File: src/rtl/fft_pkg.sv
// Shared definitions for the in-place radix-2 DIF FFT sequencer.
//   - IDLE/RD/WAIT/WR/DONE state encoding used by fft_bf_ctrl
//   - default FFT size (log2)
//   - clog2 helper for sizing small counters
package fft_pkg;

    localparam int FFT_N_LOG2_DEF = 4;

    typedef enum logic [2:0] {
        IDLE = 3'd0,
        RD   = 3'd1,
        WAIT = 3'd2,
        WR   = 3'd3,
        DONE = 3'd4
    } fft_state_e;

    // Smallest r with 2**r >= value (0 for value <= 1).
    function automatic int clog2(input int value);
        int r;
        r = 0;
        while ((1 << r) < value) begin
            r = r + 1;
        end
        return r;
    endfunction

endpackage

File: src/rtl/fft_addr_gen.sv
// Combinational butterfly address generator for an in-place radix-2 DIF FFT.
// Maps (stage, butterfly index k) to the two operand addresses and the
// twiddle ROM index:
//   span = N >> (stage+1), grp = k >> (L-1-stage), pos = k & (span-1)
//   addr_a = grp*2*span + pos, addr_b = addr_a + span, tw_addr = pos << stage
// Ports:
//   stage   in  N_LOG2    current stage (0..N_LOG2-1)
//   k       in  N_LOG2-1  butterfly index within the stage (0..N/2-1)
//   addr_a  out N_LOG2    upper operand address
//   addr_b  out N_LOG2    lower operand address
//   tw_addr out N_LOG2-1  twiddle ROM index
module fft_addr_gen
    import fft_pkg::*;
#(
    parameter int N_LOG2 = FFT_N_LOG2_DEF
) (
    input  logic [N_LOG2-1:0] stage,
    input  logic [N_LOG2-2:0] k,
    output logic [N_LOG2-1:0] addr_a,
    output logic [N_LOG2-1:0] addr_b,
    output logic [N_LOG2-2:0] tw_addr
);

    logic [N_LOG2-1:0] span_s;
    logic [N_LOG2-2:0] mask_s;
    logic [N_LOG2-2:0] pos_s;
    logic [N_LOG2-2:0] grp_s;
    logic [N_LOG2-1:0] base_s;
    int                grp_sh_s;

    // Address arithmetic; every power-of-two product is done as a shift so
    // each intermediate fits exactly in its own width.
    always_comb begin
        grp_sh_s = N_LOG2 - 1 - int'(stage);
        // span = 2**(L-1) >> stage, span-1 = all-ones(L-1) >> stage
        span_s   = {1'b1, {(N_LOG2-1){1'b0}}} >> stage;
        mask_s   = {(N_LOG2-1){1'b1}} >> stage;
        pos_s    = k & mask_s;
        grp_s    = k >> grp_sh_s;
        // grp*2*span: append one zero (x2), then shift by log2(span)
        base_s   = {grp_s, 1'b0} << grp_sh_s;
        addr_a   = base_s + {1'b0, pos_s};
        addr_b   = base_s + {1'b0, pos_s} + span_s;
        tw_addr  = pos_s << stage;
    end

endmodule

File: src/rtl/fft_bf_ctrl.sv
// Sequencer for an in-place radix-2 DIF FFT on one true dual-port BRAM with a
// single butterfly datapath. Each butterfly is RD -> WAIT(READ_LAT) -> WR on
// the same address pair; all log2(N) stages of N/2 butterflies are walked in
// order, then done pulses for one cycle.
// Ports:
//   clk      in   system clock
//   rst      in   asynchronous active-high reset
//   start    in   one-cycle run request, sampled only in IDLE
//   busy     out  high in every state except IDLE
//   done     out  one-cycle pulse after the last write
//   mem_own  out  controller owns the BRAM ports (same as busy)
//   mem_en   out  BRAM enable, both ports (RD and WR)
//   mem_we   out  BRAM write enable, both ports (WR)
//   addr_a   out  port A address, upper operand x[i]
//   addr_b   out  port B address, lower operand x[i+span]
//   bf_en    out  read data valid; datapath captures butterfly result
//   tw_addr  out  twiddle ROM index, meaningful while bf_en=1
//   stage    out  current stage
// Every output is a flop loaded from the next-state values, so outputs line
// up with the state register and there is no combinational path from start.
module fft_bf_ctrl
    import fft_pkg::*;
#(
    parameter int N_LOG2   = FFT_N_LOG2_DEF,
    parameter int READ_LAT = 1
) (
    input  logic              clk,
    input  logic              rst,
    input  logic              start,
    output logic              busy,
    output logic              done,
    output logic              mem_own,
    output logic              mem_en,
    output logic              mem_we,
    output logic [N_LOG2-1:0] addr_a,
    output logic [N_LOG2-1:0] addr_b,
    output logic              bf_en,
    output logic [N_LOG2-2:0] tw_addr,
    output logic [N_LOG2-1:0] stage
);

    localparam int                WCW    = (clog2(READ_LAT) < 1) ? 1 : clog2(READ_LAT);
    localparam logic [N_LOG2-2:0] K_LAST = {(N_LOG2-1){1'b1}};
    localparam logic [N_LOG2-1:0] S_LAST = N_LOG2'(N_LOG2 - 1);
    localparam logic [WCW-1:0]    W_INIT = WCW'(READ_LAT - 1);

    fft_state_e        state_r;
    fft_state_e        state_s;
    logic [N_LOG2-2:0] k_r;
    logic [N_LOG2-2:0] k_s;
    logic [N_LOG2-1:0] stage_s;
    logic [WCW-1:0]    wcnt_r;
    logic [WCW-1:0]    wcnt_s;

    logic              busy_s;
    logic              done_s;
    logic              mem_en_s;
    logic              mem_we_s;
    logic              bf_en_s;
    logic [N_LOG2-1:0] addr_a_s;
    logic [N_LOG2-1:0] addr_b_s;
    logic [N_LOG2-2:0] tw_addr_s;

    // Addresses are generated from the next (stage, k) so they are registered
    // together with the state that uses them.
    fft_addr_gen #(
        .N_LOG2 (N_LOG2)
    ) u_addr_gen (
        .stage   (stage_s),
        .k       (k_s),
        .addr_a  (addr_a_s),
        .addr_b  (addr_b_s),
        .tw_addr (tw_addr_s)
    );

    // Next-state, counter and next-output logic.
    always_comb begin
        state_s = state_r;
        stage_s = stage;
        k_s     = k_r;
        wcnt_s  = wcnt_r;

        case (state_r)
            IDLE: begin
                if (start) begin
                    state_s = RD;
                    stage_s = {N_LOG2{1'b0}};
                    k_s     = {(N_LOG2-1){1'b0}};
                end else begin
                    state_s = IDLE;
                end
            end
            RD: begin
                state_s = WAIT;
                wcnt_s  = W_INIT;
            end
            WAIT: begin
                if (wcnt_r == {WCW{1'b0}}) begin
                    state_s = WR;
                end else begin
                    wcnt_s = wcnt_r - WCW'(1);
                end
            end
            WR: begin
                if (k_r != K_LAST) begin
                    k_s     = k_r + (N_LOG2-1)'(1);
                    state_s = RD;
                end else if (stage != S_LAST) begin
                    stage_s = stage + N_LOG2'(1);
                    k_s     = {(N_LOG2-1){1'b0}};
                    state_s = RD;
                end else begin
                    state_s = DONE;
                end
            end
            DONE: begin
                state_s = IDLE;
            end
            default: begin
                state_s = IDLE;
            end
        endcase

        busy_s   = (state_s != IDLE);
        done_s   = (state_s == DONE);
        mem_en_s = (state_s == RD) || (state_s == WR);
        mem_we_s = (state_s == WR);
        // bf_en only on the final WAIT cycle, when read data is valid
        bf_en_s  = (state_s == WAIT) && (wcnt_s == {WCW{1'b0}});
    end

    // State, counters and registered outputs.
    always_ff @(posedge clk or posedge rst) begin
        if (rst) begin
            state_r <= IDLE;
            k_r     <= {(N_LOG2-1){1'b0}};
            wcnt_r  <= {WCW{1'b0}};
            stage   <= {N_LOG2{1'b0}};
            busy    <= 1'b0;
            mem_own <= 1'b0;
            done    <= 1'b0;
            mem_en  <= 1'b0;
            mem_we  <= 1'b0;
            bf_en   <= 1'b0;
            addr_a  <= {N_LOG2{1'b0}};
            addr_b  <= {N_LOG2{1'b0}};
            tw_addr <= {(N_LOG2-1){1'b0}};
        end else begin
            state_r <= state_s;
            k_r     <= k_s;
            wcnt_r  <= wcnt_s;
            stage   <= stage_s;
            busy    <= busy_s;
            mem_own <= busy_s;
            done    <= done_s;
            mem_en  <= mem_en_s;
            mem_we  <= mem_we_s;
            bf_en   <= bf_en_s;
            addr_a  <= addr_a_s;
            addr_b  <= addr_b_s;
            tw_addr <= tw_addr_s;
        end
    end

endmodule

File: config.mk
export PLATFORM = sky130hd
export DESIGN_NAME = fft_bf_ctrl
export DESIGN_NICKNAME = d
export VERILOG_FILES = /design/src/rtl/fft_pkg.sv /design/src/rtl/fft_addr_gen.sv /design/src/rtl/fft_bf_ctrl.sv
export SDC_FILE = /design/constraint.sdc
export NUM_CORES = 1
export LEC_CHECK = 0
export ABC_CLOCK_PERIOD_IN_PS = 8900
export CAP_MARGIN = 15
export CORE_MARGIN = 1
export CORE_UTILIZATION = 55
export CTS_CLUSTER_DIAMETER = 100
export DETAILED_ROUTE_END_ITERATION = 10
export GPL_TIMING_DRIVEN = 0
export HOLD_SLACK_MARGIN = 0.1
export PLACE_DENSITY = 0.81
export SYNTH_ARGS = -nofsm -noshare
export SYNTH_HDL_FRONTEND = slang
export SYNTH_SLANG_ARGS = --single-unit
File: constraint.sdc
create_clock -name clk -period 8.9 [get_ports clk]
set_input_delay 1.78 -clock clk [delete_from_list [all_inputs] [get_ports clk]]
set_output_delay 1.78 -clock clk [all_outputs]
set_load 0.005 [all_outputs]
==> qor.csv <==
stage,metric,value,unit
pwr,ir_worst_vdd,0.198,mV
timing,setup_violations,0,
routing,wirelength,2270,microns
yosys,ys_seq_area_share,51.9,%
floorplan,ios,24,
worst_setup_path,cp-start-kind,input port,
worst_setup_path,cpPeakStageDelay,0.54,ns
timing,fin_hold_ws,0.482,ns
min_path,hold_class,flip-flop to flip-flop,
yosys,syn_inst,113,
worst_setup_path,path_class,input port to flip-flop,
routing,drc,0,
floorplan,die_h,50.7,microns
worst_setup_path,arrival,5.36,ns
routing,vias_per_cell,5.49,
cts,htreeDepth,1,
final_layout,fin_cells,168,
grt,grt_pass1_vias,970,
cts,clock-sinks,27,
cts,clockRootBuffer,clkbuf_4,
floorplan,rows,17,
routing,drt_iter0_drc,9,
pwr,p_per_area,283,nW/um^2
grt,grt_start_max_net_pins,28,
yosys,synth_edf_count,0,
placement,place_ws,3.46,ns
floorplan,dieArea,2570,sq um
yosys,yosysMostFrequentCell,dfrtp_1,
routing,wl_per_cell,13.5,microns
final_layout,syn_to_final_growth,22.5,%
run,max_cap_violations,0,
yosys,synth_top_area_share,51.9,%
routing,drtAntennaViolNets,0,
yosys,synth.avg_cell_area,11.5,sq um
placement,placed_cells,164,
timing,max_slew_margin,35.7,%
yosys,ys_top_cells_by_count,"dfrtp_1 (27), nor2_1 (11), inv_1 (8)",
worst_setup_path,slowest_stage,a211oi_1,
worst_setup_path,cp_top_family,simple AND/OR/NAND/NOR gates,
grt,antenna_found_initial,0,
yosys,synthTopCellsByArea,"dfrtp_1 (52%), ha_1 (6.7%), nor2_1 (3.2%), fa_1 (3.1%), xnor2_1 (2.7%)",
floorplan,initial_utilization,58.9,%
yosys,async_flop_share,100,%
timing,layout_setup_ws,3.79,ns
routing,vias,923,
yosys,synth_top_area_cell,dfrtp_1,
yosys,yosysUniqueCellTypes,37,
cts,cts_inserted_buffers,3,
grt,grt_pass1_wl,4270,microns
final_layout,fillers,169,
worst_setup_path,critPathRequiredTime,9.15,ns
cts,clk_pin_slew,0.14,ns
final_layout,layout.nets,153,
yosys,ys_ff_latch,27,
yosys,yosys_warnings,0,
yosys,netlist_area,1300,sq um
cts,cts_tree,done,
timing,rsz0062_at_grt,false,
timing,skew,0.00272,ns
yosys,synth_flop_cell,dfrtp_1,
final_layout,diodes,0,
cts,holdBufCountCts,0,
worst_setup_path,crit_fanout,4,
cts,clock_latency,0.32,ns
timing,hold_viol_final,0,
placement,post-dp-hpwl,1750,microns
placement,port_buffers,23,
cts,post_cts_resized,0,
timing,maxSlewViolCount,0,
cts,cts_buffer_depth,2,
cts,post_cts_buffers,0,
grt,grt-ovfl-total,0,
timing,period_share,57.4,%
placement,gp_congestion,0.856,
floorplan,chipWidth,50.7,microns
timing,worst_slew_pin_slew,0.964,ns
worst_setup_path,endpoint_kind,flip-flop,
timing,min_period,5.11,ns
worst_setup_path,critPathBufInv,2,
worst_setup_path,path_cells,clkdlybuf4s50_1 -> nor4b_1 -> nor2_1 -> a211oi_1 -> inv_2 -> or3_4 -> nor2_1 -> ha_1 -> fa_1 -> ha_1 -> a21oi_1 -> xor2_1 -> xnor2_1,
pwr,leakagePower,0.767,nW
grt,track_usage,23.1,%
timing,timing.fmax,196,MHz
routing,firstDrtPassIters,3,
yosys,synth.net_count,125,
floorplan,core-area,2210,sq um
final_layout,drive_above_1_share,10.0,%
pwr,power.total,0.452,mW
run_status,outcome,"complete, no violations",
timing,fin_tns_setup,0,ns
## sequential cells by signal (all words and copies together), names as in the netlist
register,cells
k_r,3
bf_en,1
wcnt_r,1
state_r,3
tw_addr,3
mem_own,1
done,1
addr_b,4
stage,4
mem_en,1
mem_we,1
addr_a,4
## cells by family (layout without fill, tap and decap cells)
kind of cell | Yosys count | count (layout) | share of synthesized area (%)
AOI/OAI and AO/OA | 11 | 11 | 7.59
DFF | 27 | 27 | 51.9
and+or+nand+nor | 45 | 45 | 20.4
buffers and inverters | 12 | 39 | 3.84
muxes | 4 | 4 | 3.17
xor gates and xnor gates | 5 | 5 | 3.36
adders and majority gates | 9 | 9 | 9.80
## metal layers
layer	part of all wire (%)	GRT usage (%)
met5	0	0
met4	2.7	12.5
met3	3.9	4.55
met2	48	37.3
met1	45	29.1
## final timing paths
path,startpoint,end,slack (ns),cells after the start
worst max-delay path,start,addr_b[3]$_DFF_PP0_,3.79,13
worst min-delay path,wcnt_r$_DFF_PP0_,mem_we$_DFF_PP0_,0.48,1
worst max register to register,k_r[0]$_DFF_PP0_,addr_b[3]$_DFF_PP0_,5.11,14
worst min register to register,wcnt_r$_DFF_PP0_,mem_we$_DFF_PP0_,0.48,1
max in group asynchronous,rst,wcnt_r$_DFF_PP0_,6.36,2
min in group asynchronous,rst,bf_en$_DFF_PP0_,1.96,2
## cells in the final DEF (no fill, tap or decap), types with 2 or more instances in the layout
cell type	netlist	layout
fa_1	2	2
nand4_1	3	3
o211ai_1	2	2
a211oi_1	2	2
xnor2_1	4	4
nor3b_1	3	3
a22oi_1	2	2
clkdlybuf4s50_1	0	23
clkbuf_4	0	3
nor2_1	11	11
nor3_1	5	5
inv_1	8	8
mux2i_1	3	3
a21oi_1	2	2
inv_2	2	2
and3_1	2	2
ha_1	7	7
dfrtp_1	27	27
nor4b_1	2	2
nand2_1	7	7
## through the flow
stage	utilization, %	area [sq um]
global placement	70.9	1570
global route	72.1	1600
floorplan	-	1300
CTS	72.1	1600
detailed placement	70.9	1570
finish	72.1	1600
## worst reg2reg max path: stages, from the launching register on
cell and delay (ns):
dfrtp_1 0.41, ha_1 0.17, ha_1 0.27, nand4_1 0.16, and3_1 0.21, a211oi_1 0.46
inv_2 0.09, or3_4 0.40, nor2_1 0.10, ha_1 0.17, fa_1 0.43, ha_1 0.34
a21oi_1 0.17, xor2_1 0.20, xnor2_1 0.14
## area by class of cell
| type | instances | area, sq um | area share, % |
|---|---|---|---|
| sequential | 27 | 676 | 42.4 |
| multi-input combinational | 74 | 577 | 36.2 |
| timing repair buffer | 23 | 230 | 14.4 |
| inverter | 10 | 37.5 | 2.35 |
| tap | 28 | 35.0 | 2.20 |
| clock buffer | 3 | 22.5 | 1.41 |
| buffer | 2 | 12.5 | 0.784 |
| clock inverter | 1 | 5.00 | 0.314 |
## where the power goes
part	switching (mW)	internal, mW	total (mW)
Sequential	0.0220	0.162	0.184
Clock	0.0351	0.0169	0.0519
Combinational	0.106	0.110	0.216
No activity file was read; power rests on OpenSTA's default activity.
==> variant (same settings) <==
The 5 states of `fft_state_e` get a one-hot encoding in 5 bits.
--- a/src/rtl/fft_pkg.sv
+++ b/src/rtl/fft_pkg.sv
@@ -8,8 +8,8 @@
 
-    typedef enum logic [2:0] {
-        IDLE = 3'd0,
-        RD   = 3'd1,
-        WAIT = 3'd2,
-        WR   = 3'd3,
-        DONE = 3'd4
+    typedef enum logic [4:0] {
+        IDLE = 5'b00001,
+        RD   = 5'b00010,
+        WAIT = 5'b00100,
+        WR   = 5'b01000,
+        DONE = 5'b10000
     } fft_state_e;
Check against the original RTL: same outputs for any inputs over 10 cycles, from zero or initial values and one cycle with rst high; not proved beyond that.
==> variant against the unedited design <==
- design area rose by 21%
- clock skew rose by 0.0058 ns
- critical path depth did not move
- fmax rose by 3.8%
- die area rose by 20%
- area after synthesis rose by 20%
- sequential cell count rose by 2
- sequential share of layout area fell by 4.7 points
- wire length rose by 39%
- core utilization rose by 2.5 points
- non-clock buffer count rose by 3
- worst setup slack improved by 0.19 ns
- largest cell class is now multi-input gates
Power is not compared: it rests on default switching activity, and its combinational part moved more than twofold at a synthesized area within 25%.
==> variant: results (changes against the unedited design) <==
Finish:
- The register with the most flip-flops in the layout has 5 of them.
- The fraction of final layout cells with drive strength greater than 1 is 0.172 (was 0.100).
- The number of inserted diodes is 0 (unchanged).
- The number of fill cells in the layout is 185 (was 169).
- The number of nets in the final layout is 185 (was 153).
- Counting flops per register, the top entry is state_r.

Logic synthesis:
- The fraction of the yosys area taken by sequential cells is 0.464 (was 0.519).
- The number of nets in the synthesized netlist came to 154 (was 125).
- Most frequent cells after synthesis: dfrtp_1, inv_1, nor2_1, a21oi_1, ha_1 (was dfrtp_1, nor2_1, inv_1, ha_1, nand2_1).
- The distinct cell type count of the synthesized netlist is 54 (was 37).
- The proportion of synthesized flip-flops having asynchronous set or reset is 1.00 (unchanged).
- Cell types occupying the most area after synthesis: dfrtp_1, ha_1, inv_1 (was dfrtp_1, ha_1, nor2_1).
- The total of warnings raised by yosys is 0 (unchanged).
- The commonest register cell after synthesis is dfrtp_1 (unchanged).

Drt:
- The count of routing violations after the opening detailed-route iteration is 37 (was 9).
- The number of vias after detailed routing is 1170 (was 923).
- The number of optimization iterations in the first detailed-route pass is 4 (was 3).
- The total routed wirelength is 3.17 mm (was 2.27 mm).

Power:
- The worst IR drop on VDD is 0.182 mV.
- The leakage power of the design is 0.000955 uW.

CTS:
- The number of buffers created by CTS is 5 (was 3).
- The latest clock arrival within the worst-skew pair is 0.32 ns (about the same).
- The count of H-tree levels built during CTS is 2 (was 1).
- The root buffer cell is clkbuf_4 (unchanged).
- The number of gates resized after CTS was 0 (unchanged).
- The register clock-pin slew on the reported worst setup and hold paths is 0.09 ns (was 0.14 ns).
- The maximum clock insertion buffer count came to 2 (unchanged).
- The post-CTS setup repair buffer count is 0 (unchanged).

Outcome:
- Result of the run: complete, no violations (unchanged).

Worst setup path:
- The top fanout value on the critical path is 7 (was 4).
- The worst path arrival time is 5.16 ns (was 5.36 ns).

Placement:
- The count of port buffers added during placement is 23 (unchanged).
- The cell area after placement is 1840 um^2 (was 1570 um^2).
- The last weighted congestion value of the routability-driven placer is 0.900 (was 0.856).
- The sum of net half-perimeters after detailed placement was 2.23 mm (was 1.75 mm).

Worst hold path:
- The type of the tightest min-delay check was reg -> reg (unchanged).

GRT:
- The total routing resource utilization after global routing is 0.221 (was 0.231).
- The global-route wire length before repair is 5.12 mm (was 4.27 mm).
- The initial antenna violation count is 0 (unchanged).
- The number of global-route vias before repair is 1121 (was 970).
- The maximum number of pins on one net before global-route repair was 30 (was 28).

STA:
- The largest clock skew in the final design was 0.00853 ns (was 0.00272 ns).
- The transition time of the tightest slew-check pin came to 0.563 ns (was 0.964 ns).
-- variant: changes by cell type in the layout (fill, tap and decap cells not counted), sizes merged, moves of 3 or more --
cell / unedited run / this run
a21oi: 2 / 8
clkbuf: 3 / 8
inv: 10 / 15
nand2: 7 / 4
nand2b: 0 / 3
nand3: 1 / 4
nor3b: 3 / 0
o21ai: 0 / 3
-- variant: layout make-up --
type                            count  area (um^2)  share of cell area
Clock inverter                      1         5.00             0.00259
Buffer                              4         43.8              0.0227
Tap cell                           30         37.5              0.0194
Sequential cell                    29          727               0.376
Timing Repair Buffer               24          258               0.133
Inverter                           15         56.3              0.0291
Clock buffer                        7         65.1              0.0337
Multi-Input combinational cell     94          741               0.383
-- variant: routing by layer --
metal | vias up | share of wire | wire length, um | GRT usage
li1 | 565 | - | - | -
met1 | 565 | 0.43 | 1360 | 0.268
met2 | 34 | 0.50 | 1600 | 0.363
met3 | 6 | 0.058 | 185 | 0.0796
met4 | 0 | 0.0076 | 24 | 0.0821
met5 | - | 0 | 0 | 0
-- variant: cell families after synthesis --
family / synth area share
AND/OR/NAND/NOR: 0.198
flip-flops: 0.464
AO/OA/AOI/OAI: 0.148
buffers and inverters: 0.0638
adder cells (fa/ha/maj): 0.0814
XOR/XNOR: 0.0383
multiplexers: 0.00638
-- variant: final timing paths --
kind,from,endpoint,slack [ns],cells past startpoint
max in group asynchronous,rst,k_r[0]$_DFF_PP0_,6.62,3
min in group asynchronous,rst,state_r[3]$_DFF_PP0_,1.80,2
worst min register to register,wcnt_r$_DFF_PP0_,mem_we$_DFF_PP0_,0.50,1
worst max register to register,stage[1]$_DFF_PP0_,addr_b[3]$_DFF_PP0_,4.79,14
worst min-delay path,wcnt_r$_DFF_PP0_,mem_we$_DFF_PP0_,0.50,1
worst max-delay path,start,addr_b[3]$_DFF_PP0_,3.98,13
-- variant: where the power goes --
group          leakage (uW)  internal, uW  switching, uW
Clock             0.0000413          45.7           44.0
Sequential         0.000392           146           12.6
Combinational      0.000521          45.3           40.5
-- variant: through the flow --
stage          cells  worst slack, ns  utilization  hold slack, ns  power, uW
2_1_floorplan    142             4.49            -           0.449        213
3_3_place_gp     195             3.75        0.709           0.475        241
3_5_place_dp     195             3.68        0.709           0.482        245
4_1_cts          203             4.00        0.736           0.492        335
5_1_grt          204             3.77        0.746           0.504        351
6_report         204             3.98        0.746           0.496        334
-- variant: critical path, cell delays in order --
cell and delay [ns]:
clkdlybuf4s50_1 0.45, nand3b_1 0.15, a21o_4 0.26, a211oi_4 0.45, nand3_1 0.26, nor2_1 0.16
ha_1 0.18, fa_1 0.46, ha_1 0.36, a21oi_1 0.17, xnor2_1 0.18, xnor2_2 0.15
xnor2_1 0.14
